$ cat config.mk
export PLATFORM = sky130hd
export DESIGN_NAME = reset_release_sequencer
export DESIGN_NICKNAME = d
export VERILOG_FILES = /design/src/rtl/reset_release_sequencer.sv
export SDC_FILE = /design/constraint.sdc
export NUM_CORES = 1
export LEC_CHECK = 0
export BUFFER_PORTS_ARGS = -buffer_cell sky130_fd_sc_hd__buf_2
export CELL_PAD_IN_SITES_DETAIL_PLACEMENT = 1
export CELL_PAD_IN_SITES_GLOBAL_PLACEMENT = 1
export CORE_ASPECT_RATIO = 0.9
export CORE_MARGIN = 2
export CORE_UTILIZATION = 33
export CTS_CLUSTER_SIZE = 25
export DETAILED_ROUTE_END_ITERATION = 16
export PLACE_DENSITY_LB_ADDON = 0.1
export SLEW_MARGIN = 10
export SYNTH_ARGS = -nofsm -noshare
export SYNTH_HDL_FRONTEND = slang
export SYNTH_SLANG_ARGS = --single-unit
$ cat constraint.sdc
create_clock -name clk -period 3.35 [get_ports clk]
set_input_delay 0.5025 -clock clk [delete_from_list [all_inputs] [get_ports clk]]
set_output_delay 0.5025 -clock clk [all_outputs]
set_load 0.05 [all_outputs]
$ cat src/rtl/reset_release_sequencer.sv
`timescale 1ns/1ps
// ----------------------------------------------------------------------------
// reset_release_sequencer
//
// Produces the per-domain resets consumed by async-reset flops. The outputs
// assert asynchronously as soon as `async` rises. They deassert only on `clk`
// edges: first a synchroniser chain clears, then a hold period runs, and then
// the bits release one at a time, bit 0 first. `done` is raised once every bit
// is low.
//
// Ports:
//   clk         in   1        rising-edge clock
//   async       in   1        asynchronous active-high reset (also resets this block)
//   sw_rst_req  in   1        synchronous software reset request, active-high
//   rst_out     out  NUM_OUT  per-domain resets, active-high, bit 0 releases first
//   done        out  1        high once every rst_out bit is released
//   busy        out  1        high while the FSM is not in DONE
//   sw_evt_cnt  out  8        saturating count of accepted sw_rst_req rising
//                             edges (only when RST_SEQ_EVENT_CNT_EN is defined)
//
// Optional feature macro: RST_SEQ_EVENT_CNT_EN
//
// Parameters:
//   SYNC_STAGES  depth of the deassertion synchroniser (>= 2)
//   HOLD_CYCLES  extra cycles held after the chain clears (>= 0)
//   STAGGER      cycles between successive bit releases (>= 1)
//   NUM_OUT      number of reset domains (>= 1)
// ----------------------------------------------------------------------------
module reset_release_sequencer #(
   parameter int SYNC_STAGES = 2,
   parameter int HOLD_CYCLES = 4,
   parameter int STAGGER     = 2,
   parameter int NUM_OUT     = 3
) (
   input  logic               clk,
   input  logic               async,
   input  logic               sw_rst_req,
   output logic [NUM_OUT-1:0] rst_out,
   output logic               done,
   output logic               busy
`ifdef RST_SEQ_EVENT_CNT_EN
   ,
   output logic [7:0]         sw_evt_cnt
`endif
);

   localparam int MAX_CNT = (HOLD_CYCLES > STAGGER) ? HOLD_CYCLES : STAGGER;
   localparam int CW      = (MAX_CNT < 1) ? 1 : $clog2(MAX_CNT + 1);
   localparam int IW      = (NUM_OUT < 1) ? 1 : $clog2(NUM_OUT + 1);

   localparam logic [CW-1:0]      HOLD_CNT  = CW'(HOLD_CYCLES);
   localparam logic [CW-1:0]      STAG_LAST = CW'(STAGGER - 1);
   localparam logic [IW-1:0]      LAST_IDX  = IW'(NUM_OUT);
   localparam logic [NUM_OUT-1:0] ONE       = NUM_OUT'(1);

   typedef enum logic [1:0] {
      ST_SYNC    = 2'd0,
      ST_HOLD    = 2'd1,
      ST_RELEASE = 2'd2,
      ST_DONE    = 2'd3
   } state_t;

   state_t               r_state;
   state_t               w_state_nxt;
   logic [SYNC_STAGES-1:0] r_sync;
   logic                 w_sync_out;
   logic [CW-1:0]        r_cnt;
   logic [CW-1:0]        w_cnt_nxt;
   logic [IW-1:0]        r_idx;
   logic [IW-1:0]        w_idx_nxt;
   logic [NUM_OUT-1:0]   r_rst;
   logic [NUM_OUT-1:0]   w_rst_nxt;
   logic                 w_sw_accept;

   // Deassertion synchroniser: set by async, shifts zeros in from stage 0.
   always_ff @(posedge clk or posedge async) begin
      if (async) begin
         r_sync <= '1;
      end else begin
         r_sync <= {r_sync[SYNC_STAGES-2:0], 1'b0};
      end
   end

   assign w_sync_out  = r_sync[SYNC_STAGES-1];
   assign w_sw_accept = sw_rst_req && (r_state != ST_SYNC);

   always_ff @(posedge clk or posedge async) begin
      if (async) begin
         r_state <= ST_SYNC;
         r_cnt   <= '0;
         r_idx   <= '0;
         r_rst   <= '1;
      end else begin
         r_state <= w_state_nxt;
         r_cnt   <= w_cnt_nxt;
         r_idx   <= w_idx_nxt;
         r_rst   <= w_rst_nxt;
      end
   end

   always_comb begin
      w_state_nxt = r_state;
      w_cnt_nxt   = r_cnt;
      w_idx_nxt   = r_idx;
      w_rst_nxt   = r_rst;

      case (r_state)
         ST_SYNC, ST_HOLD: begin
            // The edge that first sees the chain low is treated as hold
            // count 0, so the SYNC exit and a software-entered HOLD share
            // the same counting rule.
            if ((r_state == ST_HOLD) || !w_sync_out) begin
               if (r_cnt == HOLD_CNT) begin
                  w_rst_nxt   = r_rst & ~ONE;
                  w_idx_nxt   = IW'(1);
                  w_cnt_nxt   = '0;
                  w_state_nxt = ST_RELEASE;
               end else begin
                  w_cnt_nxt   = r_cnt + CW'(1);
                  w_state_nxt = ST_HOLD;
               end
            end
         end
         ST_RELEASE: begin
            if (r_idx == LAST_IDX) begin
               w_state_nxt = ST_DONE;
            end else if (r_cnt == STAG_LAST) begin
               w_rst_nxt = r_rst & ~(ONE << r_idx);
               w_idx_nxt = r_idx + IW'(1);
               w_cnt_nxt = '0;
            end else begin
               w_cnt_nxt = r_cnt + CW'(1);
            end
         end
         ST_DONE: begin
            w_state_nxt = ST_DONE;
         end
         default: begin
            w_state_nxt = ST_SYNC;
         end
      endcase

      // Software reset overrides the sequence but leaves the chain alone.
      if (w_sw_accept) begin
         w_rst_nxt   = '1;
         w_cnt_nxt   = '0;
         w_idx_nxt   = '0;
         w_state_nxt = ST_HOLD;
      end
   end

   // OR with async so the outputs assert even before the flops react.
   assign rst_out = r_rst | {NUM_OUT{async}};
   assign done    = (r_state == ST_DONE);
   assign busy    = (r_state != ST_DONE);

`ifdef RST_SEQ_EVENT_CNT_EN
   logic       r_sw_prev;
   logic [7:0] r_evt_cnt;

   always_ff @(posedge clk or posedge async) begin
      if (async) begin
         r_sw_prev <= 1'b0;
         r_evt_cnt <= 8'h00;
      end else begin
         r_sw_prev <= sw_rst_req;
         if (w_sw_accept && !r_sw_prev && (r_evt_cnt != 8'hFF)) begin
            r_evt_cnt <= r_evt_cnt + 8'd1;
         end
      end
   end

   assign sw_evt_cnt = r_evt_cnt;
`endif

endmodule

-- After elaboration in Yosys (flattened, before gate mapping)
Index checks and enable logic that the tools add are counted.
- add/subtract/negate cells: 2
- $mul: 0
- div/mod/pow operators: 0
- order comparisons: 0
- eq/ne operators: 14
- shift operators: 1
- muxes and demuxes: 23
- bitwise operators: 3
- reduce and logical (&&, ||, !) cells: 13
- operator list (kind ; number):
    3-bit 2-to-1 mux ; 8
    2-bit 2-to-1 mux ; 9
    3-bit inequality test (second input constant) ; 5
    3-bit one-hot mux with 2 select lines ; 2
    2-bit == test (second input constant) ; 3
    2-bit inequality test (second input constant) ; 3
    2-bit one-hot mux with 3 select lines ; 1
    2-bit nonzero test ; 3
    5-bit AND reduction ; 1
    2-bit one-hot mux with 2 select lines ; 1
    4-bit AND reduction ; 1
    3-bit by 1-bit adder with 3-bit output (second input constant) ; 1
    3-bit bitwise AND ; 1
    3-bit by 1-bit == test with 1-bit output (second input constant) ; 1
    3-bit == test (second input constant) ; 1
    3-bit inverter ; 1
    3-bit OR ; 1
    3-bit AND reduction ; 1
    3-bit nonzero test ; 1
    1-bit by 2-bit << shifter with 3-bit output (first input constant) ; 1
    2-bit by 1-bit adder with 2-bit output (second input constant) ; 1
    2-bit by 1-bit == test with 1-bit output (second input constant) ; 1
    2-bit zero test ; 1
    1-bit 2-to-1 mux ; 2
    other kinds (5) ; 5
- flip-flop bits (word level): 12
- latch bits: 0
- RAM bits: 0
- bits in read-only memories: 0
- input bits: 3
- word-level logic and storage cells: 62
- memories kept: 0

-- Logic depth before layout (Yosys ltp)
Gate-level depths: netlist of run 1.
- word-level depth: 7
- gate-level depth with buffers: 6

-- Least setup slack after synthesis of run 1
OpenSTA, ideal clock, no wires.
- kind: register to output
- start point: register r_state[1]
- end point: output port done
- arrival time: 1.357 ns
- setup slack: 1.491 ns
- cell stages (with the launch flop): 4
- path buffers: 1
- path through: dfrtp_1 > buf_4 > nand2_1 > inv_1
- longest elaborated chain between the ends: 1
- ends and longest elaborated chain (what ; RTL line ; text):
    start, declared ; 63 ; state_t r_state;
    start signal, assigned ; 94 ; r_state <= w_state_nxt;
    2-bit == test ; 154 ; assign done = (r_state == ST_DONE);
    end, declared ; 39 ; output logic done,
Every way passes these cells.

-- Worst setup path after layout of run 1
Same ends and word-level chain as after synthesis.

==> results of run 1 <==
[registers in the layout, indices dropped and copies added (netlist names)]
name     flops
r_rst        3
r_state      2
r_idx        2
r_sync       2
r_cnt        3
[worst max-delay path by stage]
stage / end / startpoint
2_1_floorplan: done / r_state[1]
6_report: done / r_state[1]
4_1_cts: done / r_state[1]
3_3_place_gp: r_idx[0] / sw_rst_req
3_5_place_dp: r_idx[0] / sw_rst_req
5_1_grt: done / r_state[1]
[power groups by stage]
| stage | Clock, mW | Combinational (mW) | Sequential, mW |
|---|---|---|---|
| 2_1_floorplan | 0 | 0.220 | 0.214 |
| 3_3_place_gp | 0 | 0.242 | 0.239 |
| 3_5_place_dp | 0 | 0.244 | 0.238 |
| 4_1_cts | 0.127 | 0.247 | 0.236 |
| 5_1_grt | 0.132 | 0.275 | 0.246 |
| 6_report | 0.119 | 0.242 | 0.236 |
[cells in the mapped netlist]
library cell / count / area share, %
conb_1: 1 / 0.46
dfrtp_1: 7 / 21
nor2_1: 7 / 3.2
a21oi_1: 6 / 3.7
o22ai_1: 1 / 0.77
buf_6: 1 / 1.4
ha_1: 8 / 12
a31oi_1: 1 / 0.77
and2b_1: 1 / 0.92
o32a_1: 1 / 1.2
a21o_1: 2 / 1.8
dfstp_2: 5 / 16
nand2b_2: 2 / 2.1
o22ai_4: 1 / 2.4
nor2_4: 1 / 1.4
inv_1: 8 / 3.7
a22oi_1: 1 / 0.92
buf_4: 2 / 1.8
or2_2: 3 / 2.3
nand2_1: 7 / 3.2
nand3_1: 1 / 0.61
and2b_2: 1 / 1.1
nor3_2: 1 / 1.2
nand4b_1: 1 / 1.1
a211o_4: 1 / 2.1
a41oi_1: 1 / 1.1
o31ai_1: 1 / 0.92
nand2b_1: 1 / 0.77
mux2_4: 2 / 3.7
nand4_1: 2 / 1.5
mux2i_1: 2 / 2.4
nor2b_2: 1 / 1.1
o21ai_0: 1 / 0.61
[logic make-up (layout without fill, tap and decap cells)]
| logic type | Yosys count | count (layout) | share of synthesized area (%) |
|---|---|---|---|
| buffers and inverters | 11 | 19 | 6.88 |
| AOI/OAI and AO/OA | 17 | 17 | 16.4 |
| adders and majority gates | 8 | 8 | 12.2 |
| other | 1 | 1 | 0.458 |
| DFF | 12 | 12 | 37.5 |
| and+or+nand+nor | 29 | 29 | 20.5 |
| muxes | 4 | 4 | 6.12 |
[cell type report]
| type | count | area, um2 | area share, % |
|---|---|---|---|
| flip-flops and latches | 12 | 307 | 34.1 |
| multi-input cells | 59 | 455 | 50.7 |
| clock buffers | 4 | 36.3 | 4.04 |
| well taps | 28 | 35.0 | 3.90 |
| repair buffers | 7 | 35.0 | 3.90 |
| inverters | 8 | 30.0 | 3.34 |
[critical path, stage by stage, from the launching register on]
cell     delay (ns)
dfrtp_1        0.65
nand2_1        0.13
inv_1          0.07
buf_2          0.25
[through the flow]
stage / util [%] / power (mW) / hold WS (ns)
after floorplan: - / 0.433 / 0.345
after global placement: 35.9 / 0.481 / 0.346
after detailed placement: 35.9 / 0.482 / 0.348
after CTS: 37.4 / 0.609 / 0.257
after global routing: 37.4 / 0.653 / 0.285
final: 37.4 / 0.597 / 0.251
[layer usage]
| layer | wire length, um | global-route usage [%] | up-vias |
|---|---|---|---|
| li1 | - | - | 296 |
| met2 | 698 | 19.8 | 7 |
| met4 | 14 | 7.54 | 0 |
| met1 | 852 | 18.3 | 288 |
| met5 | 0 | 0 | - |
| met3 | 53 | 3.29 | 2 |
==> impl_results.md, run 1 <==
- Status: finished clean
- Period minus WS final: 1.87 ns
- Htree depth: 1
- Post-Synthesis Cell Area: 818 um2
- Final count of pins violating max slew: 0
- Initial Utilization: 34.0%
- Post-DP HPWL: 1.27 mm
- P_int: between 300 and 400 uW
- FF-to-FF Start: r_idx[0]
- Share of cells above drive strength 1: 32.2%
- Clock power share: 19.9%
- Via Count: 593
- WP data required: 2.85 ns
- TritonCTS clock tree: yes
- Post-CTS Hold Buffers: 0
- Final antenna diode count: 0
- Final RePlAce weighted congestion: 0.698
- Post-CTS sizing: 0
- Non-filler cells, final: about 120
- Fin nets: a little over 100
- First-pass GRT wire length: 2.96 mm
- Most frequent cells in the layout: inv_1 (8), ha_1 (8)
- FF-to-FF path depth: 5
- WL per Instance: 13.7 um
- Maximum VDD drop: roughly 0.24 mV
- Drt total wl: 1.62 mm
- Dpl ws: 1.65 ns
- Power per cell area: 665 nW/um2
- Post-Syn Nets: 93
- Cell area after placement: 862 um2
- Clk slew on worst S/H paths: around 0.09 ns
- Clk_lat worst skew: around 0.28 ns
- Fin crit share: a little under three fifths
- Worst Skew: about 0.0095 ns
- Total gr overflow: 0
- Iter 0 DRT Violations: 12
- Fill cells: between 200 and 300
- Largest net degree at the start of global routing: 15
- CP Max Fanout: 14
- Netlist cell types: 33
- Final ANT Viol Nets: 0
- Die area: 2890 um2
- Startpoint Class: register
- CP Class: register to output port
- R2R setup slack: approximately 1.7 ns
- CTS Buf Count: 3
- Combinational Power Share: around two fifths
- DRC: 0
- Worst setup margin: 1.48 ns
- All-Layer GR Usage: 13.6%
- Post-CTS Setup Inserts: 0
- Switching Share: 40.4%
- Height of the die: 51.2 um
- Inst Count DP: 114
- Sw power: 241 uW
- Final Instance Area: 898 um2
- Post-DR vias/cell: 5.03
- RSZ-0062 raised after global routing: false
- CTS root buf: clkbuf_4
- Area grow syn2layout: 9.79%
- Reg2Reg Capture Point: r_idx[0]
- Ports: 8
- FF+latch count, synth: 12
- Vias in the first global route: roughly 640
- Critical Path Sink Type: output port
- Sequential share of the synthesized area: a little under two fifths
- Worst min path class: input port to asynchronous set/reset pin
- Synthesized instance count: 82
- Sequential Power Share: between 30 and 40%
- Port bufs: 7
- Core area: roughly 2400 um2
- Max frequency: 534 MHz
- Final setup fails: 0
- Hold Vio Cnt, Final: 0
- Max-Cap Viols: 0
- Initial antenna violation count: 0
- Lkg Pwr: 0.392 nW
- Die Span X: 56.5 um
- Worst Path Arrival: 1.37 ns
- Clk buf depth: 2
- Sink Count: 12
- Num rows: 17
- Setup TNS: 0 ns
- Avg Inst Size Synth: 9.98 um2
- Drt pass-1 iters: 3
- Number of warnings issued by yosys: 0
Power figures use the tool's default switching activity.
==> inputs of run 2 (changes only) <==
Settings changed: ABC_AREA set to 1.
Clock period 3.35 ns to 1.55 ns, I/O delays scaled along.
==> run 2 against run 1 <==
Via count grew 12%. Sequential power increased by 95%. Synthesized cell count increased by 26%. Setup slack worse by 1.4 ns. Combinational power grew 140%. Wire length is 13% higher. Synthesized area fell by 3.5%. Critical path depth is 2 higher. First-iteration DRC count decreased by 75%. Sequential cell count stayed put. Clock-buffer cell count unchanged. Critical path type is now input port to output port. Critical endpoint is now rst_out[0]. Highest routed layer unchanged.
==> impl_results.md, run 2 <==
- CP Max Fanout: 3 (was 14)
- Core area: 2220 um2 (was 2400 um2)
- Final antenna diode count: 0 (unchanged)
- Inst Count DP: 140 (was 114)
- DRC: 0 (unchanged)
- Avg Inst Size Synth: 7.67 um2 (was 9.98 um2)
- Total power: 1.29 mW (was 597 uW)
- Top post-synthesis cells by area: dfrtp_1 (22%), dfstp_2 (17%), nand2_1 (16%), ha_1 (13%), inv_1 (7.6%) (was dfrtp_1 (21%), dfstp_2 (16%), ha_1 (12%), a21oi_1 (3.7%), inv_1 (3.7%))
- DR top layer: met4 (unchanged)
- Most frequent cells in the layout: nand2_1 (33), inv_1 (16), nor2_1 (9), ha_1 (8) (was inv_1 (8), ha_1 (8))
- Max frequency: 678 MHz
- Wire length on met3: 66 um (was 53 um)
- Vias in the first global route: 750 (was 642)
- Post-synth top cells: nand2_1 (33), inv_1 (16), nor2_1 (9) (was ha_1 (8), inv_1 (8), dfrtp_1 (7), nand2_1 (7), nor2_1 (7))
- Post-Synthesis Cell Area: 790 um2 (was 818 um2)
- Wl on met1: 856 um (was 852 um)
- Netlist cell types: 20 (was 33)
- Post-Syn Nets: 114 (was 93)
- Clk buf depth: 2 (unchanged)
- Cell area after placement: 881 um2 (was 862 um2)
- Sink Count: 12 (unchanged)
- Share of cells above drive strength 1: 24.6% (was 32.2%)
- CTS root buf: clkbuf_4 (unchanged)
- Drt pass-1 iters: 4 (was 3)
- Metal2 WL: 887 um (was 698 um)
- Commonest non-fill, non-tap cell in the layout: nand2_1
- Worst min path class: input port to register (was input port to asynchronous set/reset pin)
- Lkg Pwr: 0.491 nW (was 0.392 nW)
- Status: finished clean (unchanged)
- Post-CTS Setup Inserts: 0 (unchanged)
- Power per cell area: 1390 nW/um2 (was 665 nW/um2)
- Height of the die: 50.4 um (was 51.2 um)
- First-pass GRT wire length: 3.32 mm (was 2.96 mm)
- Die area: 2800 um2 (was 2890 um2)
- TritonCTS clock tree: yes (unchanged)
- Drt total wl: 1.82 mm (was 1.62 mm)
- Num rows: 16 (was 17)
- Area grow syn2layout: 17.7% (was 9.79%)
- Period minus WS final: about 1.5 ns
- Fin nets: 130 (was 102)
- Number of warnings issued by yosys: 0 (unchanged)
- Total gr overflow: 0 (unchanged)
- Final count of pins violating max slew: 0 (unchanged)
- Non-filler cells, final: 145 (was 118)
- Htree depth: 1 (unchanged)
- Worst Path Arrival: 1.24 ns (was 1.37 ns)
- Port bufs: 7 (unchanged)
- FF+latch count, synth: 12 (unchanged)
- CTS Buf Count: 3 (unchanged)
- Post-DP HPWL: 1.52 mm (was 1.27 mm)
- Sequential share of the synthesized area: 38.8% (was 37.5%)
- All-Layer GR Usage: 15.6% (was 13.6%)
- Hold Vio Cnt, Final: 0 (unchanged)
- EDFF count, synth: 0 (unchanged)
- Final ANT Viol Nets: 0 (unchanged)
- Most numerous cell in the Yosys netlist: nand2_1
- Final Instance Area: 930 um2 (was 898 um2)
- Ports: 8 (unchanged)
- Startpoint Class: input port (was register)
- Iter 0 DRT Violations: 3 (was 12)
- FFs w/ async S/R, synth: 100% (unchanged)
- CP Class: input port to output port (was register to output port)
- Top flop regs: r_cnt: 3 flops, r_rst: 3 flops (unchanged)
- Initial antenna violation count: 0 (unchanged)
- Largest net degree at the start of global routing: 13 (was 15)
- Setup TNS: 0 ns (unchanged)
- WP data required: 1.32 ns (was 2.85 ns)
- Synth top area share: 22.2% (was 21.4%)
- Synth Flop Type: dfrtp_1 (unchanged)
- Clk_lat worst skew: 0.28 ns (about the same)
- RSZ-0062 raised after global routing: false (unchanged)
- WL per Instance: 12.6 um (was 13.7 um)
- Initial Utilization: 35.5% (was 34.0%)
- Post-DR vias/cell: 4.60 (was 5.03)
- Yosys top cell by area: dfrtp_1 (unchanged)
- Final RePlAce weighted congestion: 0.735 (was 0.698)
- Critical Path Sink Type: output port (unchanged)
- Synthesized instance count: 103 (was 82)
- Maximum VDD drop: 0.623 mV (was 0.236 mV)
- Max-Cap Viols: 0 (unchanged)
- Via Count: 667 (was 593)
- Worst Skew: 0.00685 ns (was 0.00955 ns)
- Fin crit share: approximately 95%
- Die Span X: 55.6 um (was 56.5 um)
- Final setup fails: 0 (unchanged)
- Clk slew on worst S/H paths: 0.08 ns (was 0.09 ns)
-- run 2: layout make-up --
cell class | instances | area, um2
Clock buffer | 4 | 36.3
Fill cell | 287 | 1290
Inverter | 18 | 67.6
Multi-Input combinational cell | 73 | 415
Sequential cell | 12 | 307
Tap cell | 27 | 33.8
Timing Repair Buffer | 11 | 70.1
-- run 2: worst paths after layout --
check / from / end / slack [ns] / cells after the start
setup / recovery: async / rst_out[0] / 0.07 / 5
hold / removal: sw_rst_req / r_rst[2] / 0.29 / 3
setup reg to reg: r_idx[0] / r_idx[1] / 0.16 / 9
hold reg to reg: r_sync[0] / r_sync[1] / 0.35 / 0
max in group asynchronous: async / r_sync[0] / 0.76 / 4
min in group asynchronous: async / r_state[0] / 0.55 / 4
-- run 2: logic make-up after synthesis --
| kind of cell | count (synthesis) | share of synthesized area [%] |
|---|---|---|
| AOI/OAI and AO/OA | 5 | 4.91 |
| adders and majority gates | 8 | 12.7 |
| buffers and inverters | 18 | 8.56 |
| DFF | 12 | 38.8 |
| other | 1 | 0.475 |
| and+or+nand+nor | 59 | 34.5 |
-- run 2: metal layers --
layer | GRT usage, % | up-vias
met5 | 0 | -
met4 | 3.66 | 0
met3 | 4.90 | 2
met2 | 29.0 | 10
met1 | 17.5 | 313
li1 | - | 342
-- run 2: repair_timing --
| item | CTS | global route |
|---|---|---|
| gates resized for setup | 0 | 2 |
| hold buffers | 1 | 0 |
| setup endpoints to repair | 0 | 1 |
| hold endpoints to repair | 7 | 0 |
-- run 2: worst max-delay path: stages --
cell	delay [ns]
buf_2	0.10
dlygate4sd3_1	0.55
inv_1	0.09
nand2_1	0.08
buf_4	0.19
-- run 2: through the flow --
stage	setup WS, ns	util (%)	hold WS, ns
after global routing	0.00536	41.8	0.298
after global placement	0.204	39.6	0.291
after detailed placement	0.163	39.6	0.298
after floorplan	0.0457	-	0.102
final	0.0747	41.8	0.290
after CTS	0.0467	41.7	0.291
-- run 2: where the power goes --
part	switching, mW	internal (mW)
registers	0.0668	0.394
logic	0.383	0.196
clock network	0.112	0.143
total	0.562	0.733
